<file path="src/rtl/riscv_pipeline_ctrl.sv">
// Hazard and sequencing controller for the 5-stage RISC-V pipeline: drives the
// stage-register enable/clear pairs and the PC enable, and counts stalls and flushes.
module riscv_pipeline_ctrl #(
    parameter int BOOT_CYCLES = 4,
    parameter int CNT_W       = 32
) (
    input  logic             i_clk,
    input  logic             i_rst,
    input  logic [4:0]       i_id_rs1,
    input  logic [4:0]       i_id_rs2,
    input  logic             i_id_rs1_used,
    input  logic             i_id_rs2_used,
    input  logic [4:0]       i_ex_rd,
    input  logic             i_ex_memrd,
    input  logic             i_ex_br_taken,
    input  logic             i_imem_ready,
    input  logic             i_mem_req,
    input  logic             i_dmem_ready,
    output logic             o_pc_en,
    output logic             o_en_ifid,
    output logic             o_en_idex,
    output logic             o_en_exmem,
    output logic             o_en_memwb,
    output logic             o_clr_ifid,
    output logic             o_clr_idex,
    output logic             o_clr_exmem,
    output logic             o_clr_memwb,
    output logic [CNT_W-1:0] o_stall_cnt,
    output logic [CNT_W-1:0] o_flush_cnt
);

    localparam int BW = (BOOT_CYCLES > 1) ? $clog2(BOOT_CYCLES) : 1;

    typedef enum logic [1:0] {
        ST_BOOT      = 2'd0,
        ST_RUN       = 2'd1,
        ST_DMEM_WAIT = 2'd2,
        ST_DISCARD   = 2'd3
    } state_t;

    state_t            r_state;
    state_t            w_next_state;
    logic [BW-1:0]     r_boot_cnt;
    logic [CNT_W-1:0]  r_stall_cnt;
    logic [CNT_W-1:0]  r_flush_cnt;
    logic              w_dmem_wait;
    logic              w_load_use;
    logic              w_flush_inc;
    logic              w_stall_inc;

    assign w_dmem_wait = i_mem_req & ~i_dmem_ready;
    assign w_load_use  = i_ex_memrd & (i_ex_rd != 5'd0) &
                         ((i_id_rs1_used & (i_id_rs1 == i_ex_rd)) |
                          (i_id_rs2_used & (i_id_rs2 == i_ex_rd)));

    // State, boot countdown and saturating performance counters
    always_ff @(posedge i_clk) begin
        if (i_rst) begin
            r_state     <= ST_BOOT;
            r_boot_cnt  <= BW'(BOOT_CYCLES - 1);
            r_stall_cnt <= '0;
            r_flush_cnt <= '0;
        end else begin
            r_state <= w_next_state;
            if (r_state == ST_BOOT && r_boot_cnt != '0) begin
                r_boot_cnt <= r_boot_cnt - BW'(1);
            end
            if (w_stall_inc && r_stall_cnt != {CNT_W{1'b1}}) begin
                r_stall_cnt <= r_stall_cnt + CNT_W'(1);
            end
            if (w_flush_inc && r_flush_cnt != {CNT_W{1'b1}}) begin
                r_flush_cnt <= r_flush_cnt + CNT_W'(1);
            end
        end
    end

    // Next-state and zero-latency stage controls, resolved by hazard priority
    always_comb begin
        w_next_state = r_state;
        w_flush_inc  = 1'b0;
        o_pc_en      = 1'b1;
        o_en_ifid    = 1'b1;
        o_en_idex    = 1'b1;
        o_en_exmem   = 1'b1;
        o_en_memwb   = 1'b1;
        o_clr_ifid   = 1'b0;
        o_clr_idex   = 1'b0;
        o_clr_exmem  = 1'b0;
        o_clr_memwb  = 1'b0;
        case (r_state)
            ST_BOOT: begin
                o_pc_en     = 1'b0;
                o_clr_ifid  = 1'b1;
                o_clr_idex  = 1'b1;
                o_clr_exmem = 1'b1;
                o_clr_memwb = 1'b1;
                if (r_boot_cnt == '0) begin
                    w_next_state = ST_RUN;
                end else begin
                    w_next_state = ST_BOOT;
                end
            end
            ST_RUN, ST_DMEM_WAIT: begin
                if (w_dmem_wait) begin
                    // Freeze everything upstream; MEM/WB takes a bubble so WB does not repeat
                    o_pc_en      = 1'b0;
                    o_en_ifid    = 1'b0;
                    o_en_idex    = 1'b0;
                    o_en_exmem   = 1'b0;
                    o_clr_memwb  = 1'b1;
                    w_next_state = ST_DMEM_WAIT;
                end else if (i_ex_br_taken) begin
                    o_clr_ifid   = 1'b1;
                    o_clr_idex   = 1'b1;
                    w_flush_inc  = 1'b1;
                    if (i_imem_ready) begin
                        w_next_state = ST_RUN;
                    end else begin
                        w_next_state = ST_DISCARD;
                    end
                end else if (w_load_use) begin
                    o_pc_en      = 1'b0;
                    o_en_ifid    = 1'b0;
                    o_clr_idex   = 1'b1;
                    w_next_state = ST_RUN;
                end else if (!i_imem_ready) begin
                    o_pc_en      = 1'b0;
                    o_clr_ifid   = 1'b1;
                    w_next_state = ST_RUN;
                end else begin
                    w_next_state = ST_RUN;
                end
            end
            ST_DISCARD: begin
                if (w_dmem_wait) begin
                    o_pc_en      = 1'b0;
                    o_en_ifid    = 1'b0;
                    o_en_idex    = 1'b0;
                    o_en_exmem   = 1'b0;
                    o_clr_memwb  = 1'b1;
                    w_next_state = ST_DISCARD;
                end else begin
                    // The stale fetch response is dropped when it finally arrives
                    o_pc_en    = 1'b0;
                    o_clr_ifid = 1'b1;
                    if (i_imem_ready) begin
                        w_next_state = ST_RUN;
                    end else begin
                        w_next_state = ST_DISCARD;
                    end
                end
            end
            default: begin
                o_pc_en      = 1'b0;
                o_clr_ifid   = 1'b1;
                o_clr_idex   = 1'b1;
                o_clr_exmem  = 1'b1;
                o_clr_memwb  = 1'b1;
                w_next_state = ST_BOOT;
            end
        endcase
    end

    assign w_stall_inc = (r_state != ST_BOOT) & ~o_pc_en;
    assign o_stall_cnt = r_stall_cnt;
    assign o_flush_cnt = r_flush_cnt;

endmodule

</file>
<file path="config.mk">
export PLATFORM = sky130hd
export DESIGN_NAME = riscv_pipeline_ctrl
export DESIGN_NICKNAME = d
export VERILOG_FILES = /design/src/rtl/riscv_pipeline_ctrl.sv
export SDC_FILE = /design/constraint.sdc
export NUM_CORES = 1
export LEC_CHECK = 0
export ABC_AREA = 0
export CAP_MARGIN = 20
export CELL_PAD_IN_SITES_DETAIL_PLACEMENT = 2
export CELL_PAD_IN_SITES_GLOBAL_PLACEMENT = 2
export CORE_MARGIN = 4
export CORE_UTILIZATION = 25
export DETAILED_ROUTE_END_ITERATION = 10
export PLACE_DENSITY = 0.85
export SYNTH_ARGS = -nofsm -noshare
export SYNTH_HDL_FRONTEND = slang
export SYNTH_SLANG_ARGS = --single-unit
</file>
<file path="constraint.sdc">
create_clock -name i_clk -period 2 [get_ports i_clk]
set_clock_uncertainty 0.05 [all_clocks]
set_input_delay 0.4 -clock i_clk [delete_from_list [all_inputs] [get_ports i_clk]]
set_output_delay 0.4 -clock i_clk [all_outputs]
set_load 0.02 [all_outputs]
</file>
==> summary.md <==
| Metric | Value |
|---|---|
| Worst Reg-to-Reg Cells | `10` |
| Worst hold slack | `0.477 ns` |
| Placed cell area | `5880 um2` |
| Max incr delay on CP | `around 0.28 ns` |
| Failing checks | `negative setup slack` |
| Leading area contributor after synthesis | `dfxtp_1` |
| Crit. End Element | `output pin` |
| Post-DR wirelength/cell | `about 28 um` |
| DIE AREA | `17200 um2` |
| CP max FO | `3` |
| Crit path depth | `10` |
| Leak | `2.88 nW` |
| TritonCTS clock tree | `yes` |
| Main synth FF type | `dfxtp_1` |
| Hold Buf Count CTS | `0` |
| Seq pwr share | `36.1%` |
| Worst R2R End | `o_stall_cnt[4]` |
| Most used cell along the critical path | `buf_6` |
| Clock Tree Root | `clkbuf_16` |
| Worst hold path type | `in2reg` |
| Global Route Usage Sum | `24.6%` |
| Core Area | `14700 um2` |
| Slowest CP cell | `o22ai_4` |
| R2r startpoint | `o_stall_cnt[1]` |
| First-pass GRT wire length | `32.1 mm` |
| Final setup TNS | `-11.13 ns` |
| Starting density of the core | `25.7%` |
| Most frequent cells in the layout | `buf_4, clkdlybuf4s50_1, nor2_1, buf_6` |
| Count of warnings emitted by yosys | `0` |
| Fin util | `52.1%` |
| Final worst slack | `-0.368 ns` |
| CP Buf/Inv Count | `4` |
| Startpoint types | `input port` |
| Drt drc | `0` |
| Fmax | `approximately 420 MHz` |
| Comb power frac | `25.5%` |
| Largest net degree at the start of global routing | `66` |
| Final ANT Viol Nets | `0` |
| Max-Cap Viols | `0` |
| PD cells | `roughly 500 nW/um2` |
| Vias | `4872` |
| Htree depth | `3` |
| Placed cells | `slightly above 800` |
| Ports | `97` |
| Final Max Slew Viols | `0` |
| Area share of the largest cell type after synthesis | `36.0%` |
| Design Power | `3.90 mW` |
| Global route overflow | `0` |
| Design area | `between 7000 and 8000 um2` |
| VDD IR max | `0.472 mV` |
| Most common cell after layout, fill and taps aside | `buf_4` |
| Post-synth EDFFs | `0` |
| Syn-to-layout area delta | `102%` |
| Die height | `131 um` |
| Synthesized area per cell | `8.12 um2` |
| Register area share after synthesis | `36.0%` |
| Die Wd | `131 um` |
| Routed WL | `around 25 mm` |
| Layout cells sized above 1 | `52.8%` |
| Clock transition at path regs | `0.05 ns` |
| Internal power | `between 2 and 3 mW` |
| CP Data Arrival Time | `1.92 ns` |
| Sink Count | `68` |
| Outcome | `finished with violations` |
| Critical Path Source | `i_ex_rd[1]` |
| Initial antenna violation count | `0` |
| RSZ-0062 raised after global routing | `yes` |
| Initial drt markers | `211` |
| Ant diodes | `0` |
| Post-synth net total | `between 400 and 500` |
| # port buffers | `95` |
| Sw frac | `30.3%` |
| Flops & latches, synth | `between 60 and 70` |
| Final worst path period need | `2.37 ns` |
| RePlAce Congestion | `0.778` |
| Switching power | `1.18 mW` |
| Worst slack at placement | `-1.06 ns` |
| Worst EP required | `1.55 ns` |
| Clock power share | `between 30% and 40%` |
| Crit-path cells | `buf_8, buf_6, xnor2_2, nand4_1, o22ai_4, buf_6, nand2_4, a21oi_2, o21ba_2, buf_6` |
| CTS buffer count | `9` |
| Vias in the first global route | `5412` |
| Delay-heaviest family, CP | `compound AO/OA/AOI/OAI gates` |
| Nets@finish | `729` |
| Via-per-instance ratio | `approximately 5.5` |
| Top cells by area, synth | `dfxtp_1, xnor2_1, a21oi_1` |
| Reg2reg setup slack | `-0.28 ns` |
| Post-synth ARST share | `0%` |
| Setup violators final | `64` |
| WS Path Type | `in2out` |
| Setup crit end | `o_clr_idex` |
| Dpl hpwl | `~12 mm` |
| Synth unique cells | `50` |
| Mapped cell area | `3780 um2` |
| First-pass iteration count of the detailed router | `4` |
| Final hold violations | `0` |
| Row cnt | `44` |
| Non-Filler Instances | `889` |
| Post-Syn Instances | `about 470` |
| Period utilization | `118%` |
| Worst skew pair latency | `approximately 0.35 ns` |
| CTS max path bufs | `2` |
## state kept, by name, indices dropped and copies added, names as in the netlist
| name | count |
|---|---|
| o_flush_cnt | 32 |
| r_boot_cnt | 2 |
| o_stall_cnt | 32 |
| r_state | 2 |
## synthesized netlist by cell type, types with 4 or more instances
library cell,instances
o21ai_0,12
nand2b_1,4
nor2b_1,8
ha_1,5
dfxtp_1,68
xnor2_1,35
nand4_1,18
and3_1,15
inv_1,10
clkbuf_1,15
o31ai_1,21
nand2_1,35
buf_2,9
or4_1,21
nor3_1,19
nor2_1,40
or3_1,11
nand3_1,18
a21oi_1,40
and2_1,8
nor4_1,7
and4_1,8
## cell families after synthesis
logic type                 count (synthesis)  share of synthesized area [%]
adders and majority gates                  5                           1.65
muxes                                      6                           1.88
buffers and inverters                     38                           4.36
and+or+nand+nor                          227                           34.0
xor gates and xnor gates                  35                           8.10
AOI/OAI and AO/OA                         86                           13.9
other                                      1                         0.0991
DFF                                       68                           36.0
## power groups by stage
stage	Sequential (mW)	Combinational [mW]	Clock [mW]
floorplan	1.44	0.336	0
global placement	1.43	0.575	0
detailed placement	1.43	0.628	0
CTS	1.41	0.849	1.47
global route	1.41	1.04	1.57
finish	1.41	0.994	1.49
## metal layers
| metal | up-vias | routed length, um | track usage (%) |
|---|---|---|---|
| met5 | - | 0 | 0 |
| met4 | 0 | 1000 | 8.29 |
| met3 | 72 | 803 | 5.45 |
| met2 | 149 | 13400 | 47.1 |
| met1 | 2472 | 9350 | 26.3 |
| li1 | 2179 | - | - |
## worst min-delay path by stage
stage                          from         endpoint  slack [ns]  cells after the start
floorplan             r_boot_cnt[1]    r_boot_cnt[1]        0.41                      2
global placement      r_boot_cnt[1]    r_boot_cnt[1]        0.43                      2
detailed placement  o_stall_cnt[31]  o_stall_cnt[31]        0.47                      2
CTS                 o_stall_cnt[31]  o_stall_cnt[31]        0.47                      2
global route                  i_rst  o_flush_cnt[24]        0.51                      3
finish                        i_rst   o_flush_cnt[2]        0.48                      3
## worst reg2reg max path: cells and delay by family, from the launching register on
kind | cells | cell delay (ns)
and+or+nand+nor | 5 | 1.01
buffers and inverters | 3 | 0.47
DFF | 1 | 0.35
AOI/OAI and AO/OA | 1 | 0.17
adders and majority gates | 1 | 0.16
## what timing repair did
action	4_1_cts	5_1_grt
setup buffers	26	14
setup endpoints to repair	68	71
pin swaps	71	50
cloned	7	4
gates resized for setup	192	109
## area by class of cell
type	count	area, um2
multi-input combinational	360	3130
tap	184	230
timing repair buffer	251	2580
fill	1464	7040
clock inverter	3	13.8
clock buffer	13	240
inverter	10	37.5
sequential	68	1420
Note: power is estimated with default switching activity, not from simulation.
